**src/rtl/debounce_sync.sv**
```systemverilog
// Debounces a raw bouncing input into a clean level q with one-cycle rise/fall pulses.
// Define DEBOUNCE_SYNC_EN to put a 2-flop synchronizer in front of the stability counter.
module debounce_sync #(
   parameter int unsigned CNT_W         = 16,
   parameter int unsigned STABLE_CYCLES = 50000,
   parameter logic        RST_VAL       = 1'b0
) (
   input  logic clk,
   input  logic rst,
   input  logic en,
   input  logic din,
   output logic q,
   output logic rise,
   output logic fall,
   output logic busy
);

   typedef enum logic {
      IDLE  = 1'b0,
      COUNT = 1'b1
   } state_t;

   // Count value on which the next enabled cycle qualifies the change.
   localparam logic [CNT_W-1:0] LAST = CNT_W'(STABLE_CYCLES - 1);

   state_t           state;
   logic [CNT_W-1:0] cnt;
   logic             s;

`ifdef DEBOUNCE_SYNC_EN
   logic meta;

   always_ff @(posedge clk or negedge rst) begin
      if (!rst) begin
         meta <= RST_VAL;
         s    <= RST_VAL;
      end else begin
         meta <= din;
         s    <= meta;
      end
   end
`else
   always_ff @(posedge clk or negedge rst) begin
      if (!rst) s <= RST_VAL;
      else      s <= din;
   end
`endif

   // Stability FSM: a candidate level must persist for STABLE_CYCLES enabled cycles.
   always_ff @(posedge clk or negedge rst) begin
      if (!rst) begin
         state <= IDLE;
         cnt   <= '0;
         q     <= RST_VAL;
         rise  <= 1'b0;
         fall  <= 1'b0;
         busy  <= 1'b0;
      end else begin
         rise <= 1'b0;
         fall <= 1'b0;
         case (state)
            IDLE: begin
               if (s != q) begin
                  // cnt is 0 here, so this only matches when STABLE_CYCLES == 1
                  if (en && (cnt == LAST)) begin
                     q    <= s;
                     rise <= s;
                     fall <= ~s;
                  end else begin
                     state <= COUNT;
                     if (en) begin
                        cnt  <= CNT_W'(1);
                        busy <= 1'b1;
                     end
                  end
               end
            end
            COUNT: begin
               if (s == q) begin
                  state <= IDLE;
                  cnt   <= '0;
                  busy  <= 1'b0;
               end else if (en) begin
                  if (cnt == LAST) begin
                     state <= IDLE;
                     cnt   <= '0;
                     busy  <= 1'b0;
                     q     <= s;
                     rise  <= s;
                     fall  <= ~s;
                  end else begin
                     cnt  <= cnt + CNT_W'(1);
                     busy <= 1'b1;
                  end
               end
            end
            default: begin
               state <= IDLE;
               cnt   <= '0;
               busy  <= 1'b0;
            end
         endcase
      end
   end

`ifndef SYNTHESIS
   a_s_known: assert property (@(posedge clk) disable iff (!rst) !$isunknown(s));
`endif

endmodule

```
**config.mk**
```make
export PLATFORM = sky130hd
export DESIGN_NAME = debounce_sync
export DESIGN_NICKNAME = d
export VERILOG_FILES = /design/src/rtl/debounce_sync.sv
export SDC_FILE = /design/constraint.sdc
export NUM_CORES = 1
export LEC_CHECK = 0
export ABC_AREA = 1
export CAP_MARGIN = 30
export CORE_MARGIN = 5
export CORE_UTILIZATION = 40
export DETAILED_ROUTE_END_ITERATION = 10
export SYNTH_ARGS = -nofsm -noshare
export SYNTH_HDL_FRONTEND = slang
export SYNTH_SLANG_ARGS = --single-unit
```
**constraint.sdc**
```tcl
create_clock -name clk -period 2.4 [get_ports clk]
set_clock_uncertainty 0.05 [all_clocks]
set_input_delay 0.48 -clock clk [delete_from_list [all_inputs] [get_ports clk]]
set_output_delay 0.48 -clock clk [all_outputs]
set_load 0.05 [all_outputs]
```
* Word level (Yosys, flattened, before mapping)
Cells that the tools add are included.
Storage, ports and cells: bits in registers 22, bits in latches 0, bits in writable memories 0, ROM bits 0, input bits 4, output and inout bits 4, word-level logic and storage cells 61, memories 0
Cells by class: add/sub/neg operators 1, multipliers 0, div/mod/pow operators 0, order comparisons 0, equality and inequality tests 11, shifts and indexed selects 0, mux-type cells 37, bitwise operators 2, reductions and logical operators 3
Operators with widths (number):
- two-way mux 16 bit | 6
- one-hot mux 16 bit (2 select lines) | 1
- two-way mux 1 bit | 25
- adder 16 x 1 -> 16 bit (second input constant) | 1
- equality test 16 bit (second input constant) | 1
- inequality test 2 bit (second input constant) | 6
- one-hot mux 1 bit (2 select lines) | 5
- AND reduction 5 bit | 1
- AND reduction 4 bit | 1
- inequality test 3 x 2 -> 1 bit (second input constant) | 1
- inequality test 2 x 1 -> 1 bit (second input constant) | 1
- inverter 1 bit | 2
- equality test 1 bit | 1
- logical AND 1 bit | 1
- inequality test 1 bit | 1

* Depth between registers and ports, before layout
depth in word-level cells 5, depth in mapped cells 10, gate-level depth less buffers 10

* Worst setup path after synthesis
No wires, ideal clock.
kind register to register, from reg q, to reg cnt[6], library setup time 0.118 ns, data arrival time 1.488 ns, data required time 2.232 ns, path slack 0.744 ns, cell stages (with the launch flop) 8, buffers on the path 0, period minus slack after synthesis 1.656 ns, cell sequence dfrtp_1 -> nand2_1 -> nand2_4 -> inv_1 -> o21ai_4 -> nand2_4 -> nand3_1 -> nand2_1
On the way: word-level cells in the longest chain between the ends 3, elaborated cells on any way between the ends 7, those cells by class 4 x eq/ne; 2 x mux; 1 x reduce/logical
RTL lines:
- from (decl) | RTL line 12 | output logic q,
- from (signal assigned) | RTL line 66 | q <= s;
- from (signal assigned) | RTL line 88 | q <= s;
- equality test 1 bit or inequality test 1 bit (tied branches) | RTL line 79, 63
- inequality test 3 x 2 -> 1 bit (no source line) (tied with other cells)
- AND reduction 4 bit (no source line) or one-hot mux 16 bit (2 select lines) (tied branches)
- to (signal assigned) | RTL line 92 | cnt <= cnt + CNT_W'(1);
- to (decl) | RTL line 27 | logic [CNT_W-1:0] cnt;
Several ways; a longest one is shown, not always the timed one. A chain may end at the register's enable or synchronous reset.

* Final worst setup path
from reg q, to out q
No word-level cell between the ends.

==> Flow_metrics.wiki <==
{| class="wikitable"
! Metric !! Value
|-
| Crit path capture type || output pin
|-
| Critical path buffer and inverter count || 1
|-
| Net load switching power || 0.000191 W
|-
| H-Tree Level Count || 1
|-
| Switching power as a share of total power || 0.250
|-
| Number of library cell types mapped by synthesis || 24
|-
| Cells resized by post-CTS repair || 0
|-
| Worst max-slew margin expressed relative to the limit || 0.670
|-
| Internal power of the cells || 0.000575 W
|-
| # IOs || 8
|-
| Total global routing overflow || 0
|-
| Combinational family with the most area after synthesis || simple AND/OR/NAND/NOR gates
|-
| Cell type group with the largest total delay on the critical path || buffers and inverters
|-
| Number of port buffers || 7
|-
| Maximum number of pins on one net before global-route repair || 23
|-
| Count of antenna-violating nets left after detailed routing || 0
|-
| Post-synthesis area per instance || 6.98 sq um
|-
| Clock Sink Count || 22
|-
| TritonCTS clock tree || yes
|-
| Critical path arrival || 1.53 ns
|-
| Clk Latency, worst-skew pair || 0.31 ns
|-
| Simple logic cell fraction of the synthesized area || 0.414
|-
| Register area share after synthesis || 0.406
|-
| Global-route wire length before repair || 5.21 mm
|-
| DRT iter0 DRCs || 80
|-
| Power per cell area || between 400 and 500 nW/um^2
|-
| Status || finished clean
|-
| Reg-to-Reg Start || cnt[0]$_DFFE_PN0P_
|-
| Critical path fanouts, max || 3
|-
| Hold violation total from the final report || 0
|-
| Total Die Area || 4650 sq um
|-
| Flip-flop and latch count after synthesis || 22
|-
| Compound-cell area share of the yosys netlist || 0.0702
|-
| Detailed-route via count || roughly 1,200
|-
| Slowest cell on crit path || sky130_fd_sc_hd__clkdlybuf4s50_1
|-
| Share of cells above drive strength 1 || 0.0683
|-
| Post-route setup slack || 0.343 ns
|-
| Clock tree root buffer cell || sky130_fd_sc_hd__clkbuf_4
|-
| Share of power burned in combinational logic || 0.107
|-
| Total global-route track usage || 0.151
|-
| Post-Synthesis Cells || 194
|-
| Detailed-route wire length || between 3 and 4 mm
|-
| Post-CTS setup buffer count || 0
|-
| Fraction of synthesized cell area in xor and xnor cells || 0.0323
|-
| HP Class || in2async
|-
| Sequential share of power || 0.516
|-
| Kind of critical path || reg2out
|-
| Routed wire per std cell || 12.0 um
|-
| Final Cycle Share || 0.857
|-
| Critical Path Start || q$_DFFE_PN0P_
|-
| Final setup TNS || 0 ns
|-
| Fraction of the mapped netlist area in adder cells || 0.00923
|-
| Vias/cell || 4.86
|-
| Number of warnings issued by yosys || 0
|-
| Floorplan die height || between 60 and 70 um
|-
| Finish-stage setup viols || 0
|-
| Final Slew Violations || 0
|-
| CP Cell Sequence || clkdlybuf4s50_1
|-
| Number of clock buffers inserted by TritonCTS || 3
|-
| Total half-perimeter wirelength after legalization and detailed placement || 2.36 mm
|-
| Number of placement rows || 21
|-
| Post-synthesis net count || roughly 200
|-
| Reported leakage power || 0.708 nW
|-
| Weighted congestion reported at the end of routability-driven placement || 0.859
|-
| Core area || around 3300 sq um
|-
| Slew at the pin closest to its max-slew limit || 0.494 ns
|-
| Min Clock Period, post-route || just over 2 ns
|-
| Net count of the finished layout || 211
|-
| Worst EP required || between 1.5 and 2 ns
|-
| Achievable clock frequency || 486 MHz
|-
| Clock power share || 0.377
|-
| Antenna diode instance count || 0
|-
| Number of hold buffers added after CTS || 0
|-
| Number of design rule violations left after detail routing || 0
|-
| Total iterations of the first detailed-routing run || 6
|-
| Antenna violations before repair || 0
|-
| Cell type contributing the most total cell area after synthesis || sky130_fd_sc_hd__dfrtp_1
|-
| Area contributors post-synth || sky130_fd_sc_hd__dfrtp_1, sky130_fd_sc_hd__nand2_1, sky130_fd_sc_hd__nand3_1, sky130_fd_sc_hd__nor2_1, sky130_fd_sc_hd__inv_1
|-
| Layout-stage area growth over the synthesis result || 13.5%
|-
| Via count of the first global-routing pass || roughly 1,100
|-
| Clk buf depth || 2
|-
| Mux share of post-synthesis cell area || 0
|-
| Unrepaired setup endpoints after global routing || no
|-
| Clock-pin transition on the worst setup and hold timing paths || 0.13 ns
|-
| Maximum vdd ir drop || between 0.2 and 0.3 mV
|-
| Max-capacitance violation count || 0
|-
| Post-synth design cell area || between 1000 and 1500 sq um
|-
| Post-synth top area share || 0.406
|-
| Stage delay of the slowest cell on the critical path || 0.82 ns
|-
| Setup WS pre-CTS || 0.497 ns
|-
| Startpoint type of the worst setup path || flip-flop
|-
| Chip width || 68.2 um
|-
| Effective utilization at floorplan || 0.409
|}
-- per-stage QoR --
| step | instances | cell area, sq um | total power [W] | util | hold WS (ns) |
|---|---|---|---|---|---|
| 2_1_floorplan | 194 | 1360 | 0.000453 | - | 0.134 |
| 3_3_place_gp | 247 | 1490 | 0.000484 | 0.449 | 0.424 |
| 3_5_place_dp | 247 | 1490 | 0.000485 | 0.449 | 0.427 |
| 4_1_cts | 251 | 1540 | 0.000775 | 0.464 | 0.455 |
| 5_1_grt | 251 | 1540 | 0.000799 | 0.464 | 0.463 |
| 6_report | 251 | 1540 | 0.000766 | 0.464 | 0.448 |
-- final timing paths --
kind	depth (start not counted)	slack, ns	to
hold / removal	2	0.45	cnt[6]$_DFFE_PN0P_
setup / recovery	1	0.34	q
hold reg to reg	2	0.45	busy$_DFFE_PN0P_
setup reg to reg	9	0.55	cnt[14]$_DFFE_PN0P_
max in group asynchronous	2	1.64	state$_DFF_PN0_
min in group clk	2	0.45	busy$_DFFE_PN0P_
-- cell families after synthesis --
group	Yosys count
AOI/OAI and AO/OA	15
xor gates and xnor gates	5
adders and majority gates	1
buffers and inverters	24
DFF	22
and+or+nand+nor	127
-- flip-flops by register name (all words and copies together), names as in the netlist --
| register | count |
|---|---|
| busy | 1 |
| cnt | 16 |
| rise | 1 |
| q | 1 |
| state | 1 |
| s | 1 |
| fall | 1 |
-- metal layers --
layer / part of all wire / vias up / GRT usage
met5: 0 / - / 0
met4: 0.0090 / 0 / 0.0447
met3: 0.047 / 2 / 0.0246
met2: 0.47 / 29 / 0.252
met1: 0.47 / 551 / 0.200
li1: - / 639 / -
-- cell type report --
type	count	area, sq um
timing repair buffer	8	77.6
clock buffer	3	22.5
tap	46	57.6
inverter	23	87.6
sequential	22	551
fill	342	1770
clock inverter	1	30.0
multi-input combinational	148	712
-- cells in the mapped netlist, drive strengths merged --
library cell and count:
o21ai 12, clkinv 1, nor2b 1, nor3 1, a21oi 1, nand3b 1
buf 1, xor2 5, nor4 1, inv 22, nand3 23, ha 1
nor2 30, nand4 4, o21bai 2, nand2 66, dfrtp 22
-- power groups by stage --
stage	Combinational (W)	Sequential (W)	Clock, W
after floorplan	0.0000421	0.000411	0
after global placement	0.0000825	0.000402	0
after detailed placement	0.0000831	0.000402	0
after CTS	0.0000841	0.000395	0.000296
after global routing	0.0000930	0.000397	0.000309
final	0.0000823	0.000395	0.000289
-- layout by cell type, fill, tap and decap left out --
cell,n
sky130_fd_sc_hd__o21bai_1,2
sky130_fd_sc_hd__nand2_4,2
sky130_fd_sc_hd__dfrtp_1,22
sky130_fd_sc_hd__nor2_2,2
sky130_fd_sc_hd__nor2b_1,1
sky130_fd_sc_hd__inv_1,22
sky130_fd_sc_hd__nor2_1,28
sky130_fd_sc_hd__nand2_1,63
sky130_fd_sc_hd__nand2_2,1
sky130_fd_sc_hd__nand3_1,22
sky130_fd_sc_hd__clkinv_2,1
sky130_fd_sc_hd__o21ai_4,1
sky130_fd_sc_hd__o21ai_0,7
sky130_fd_sc_hd__nand3b_1,1
sky130_fd_sc_hd__ha_1,1
sky130_fd_sc_hd__o21ai_1,3
sky130_fd_sc_hd__o21ai_2,1
sky130_fd_sc_hd__bufinv_16,1
sky130_fd_sc_hd__nand4_1,4
sky130_fd_sc_hd__nor3_1,1
sky130_fd_sc_hd__clkdlybuf4s50_1,7
sky130_fd_sc_hd__xor2_1,5
sky130_fd_sc_hd__nor4_1,1
sky130_fd_sc_hd__buf_4,1
sky130_fd_sc_hd__clkbuf_4,3
sky130_fd_sc_hd__a21oi_1,1
sky130_fd_sc_hd__nand3_4,1
No activity file was read; power rests on OpenSTA's default activity.
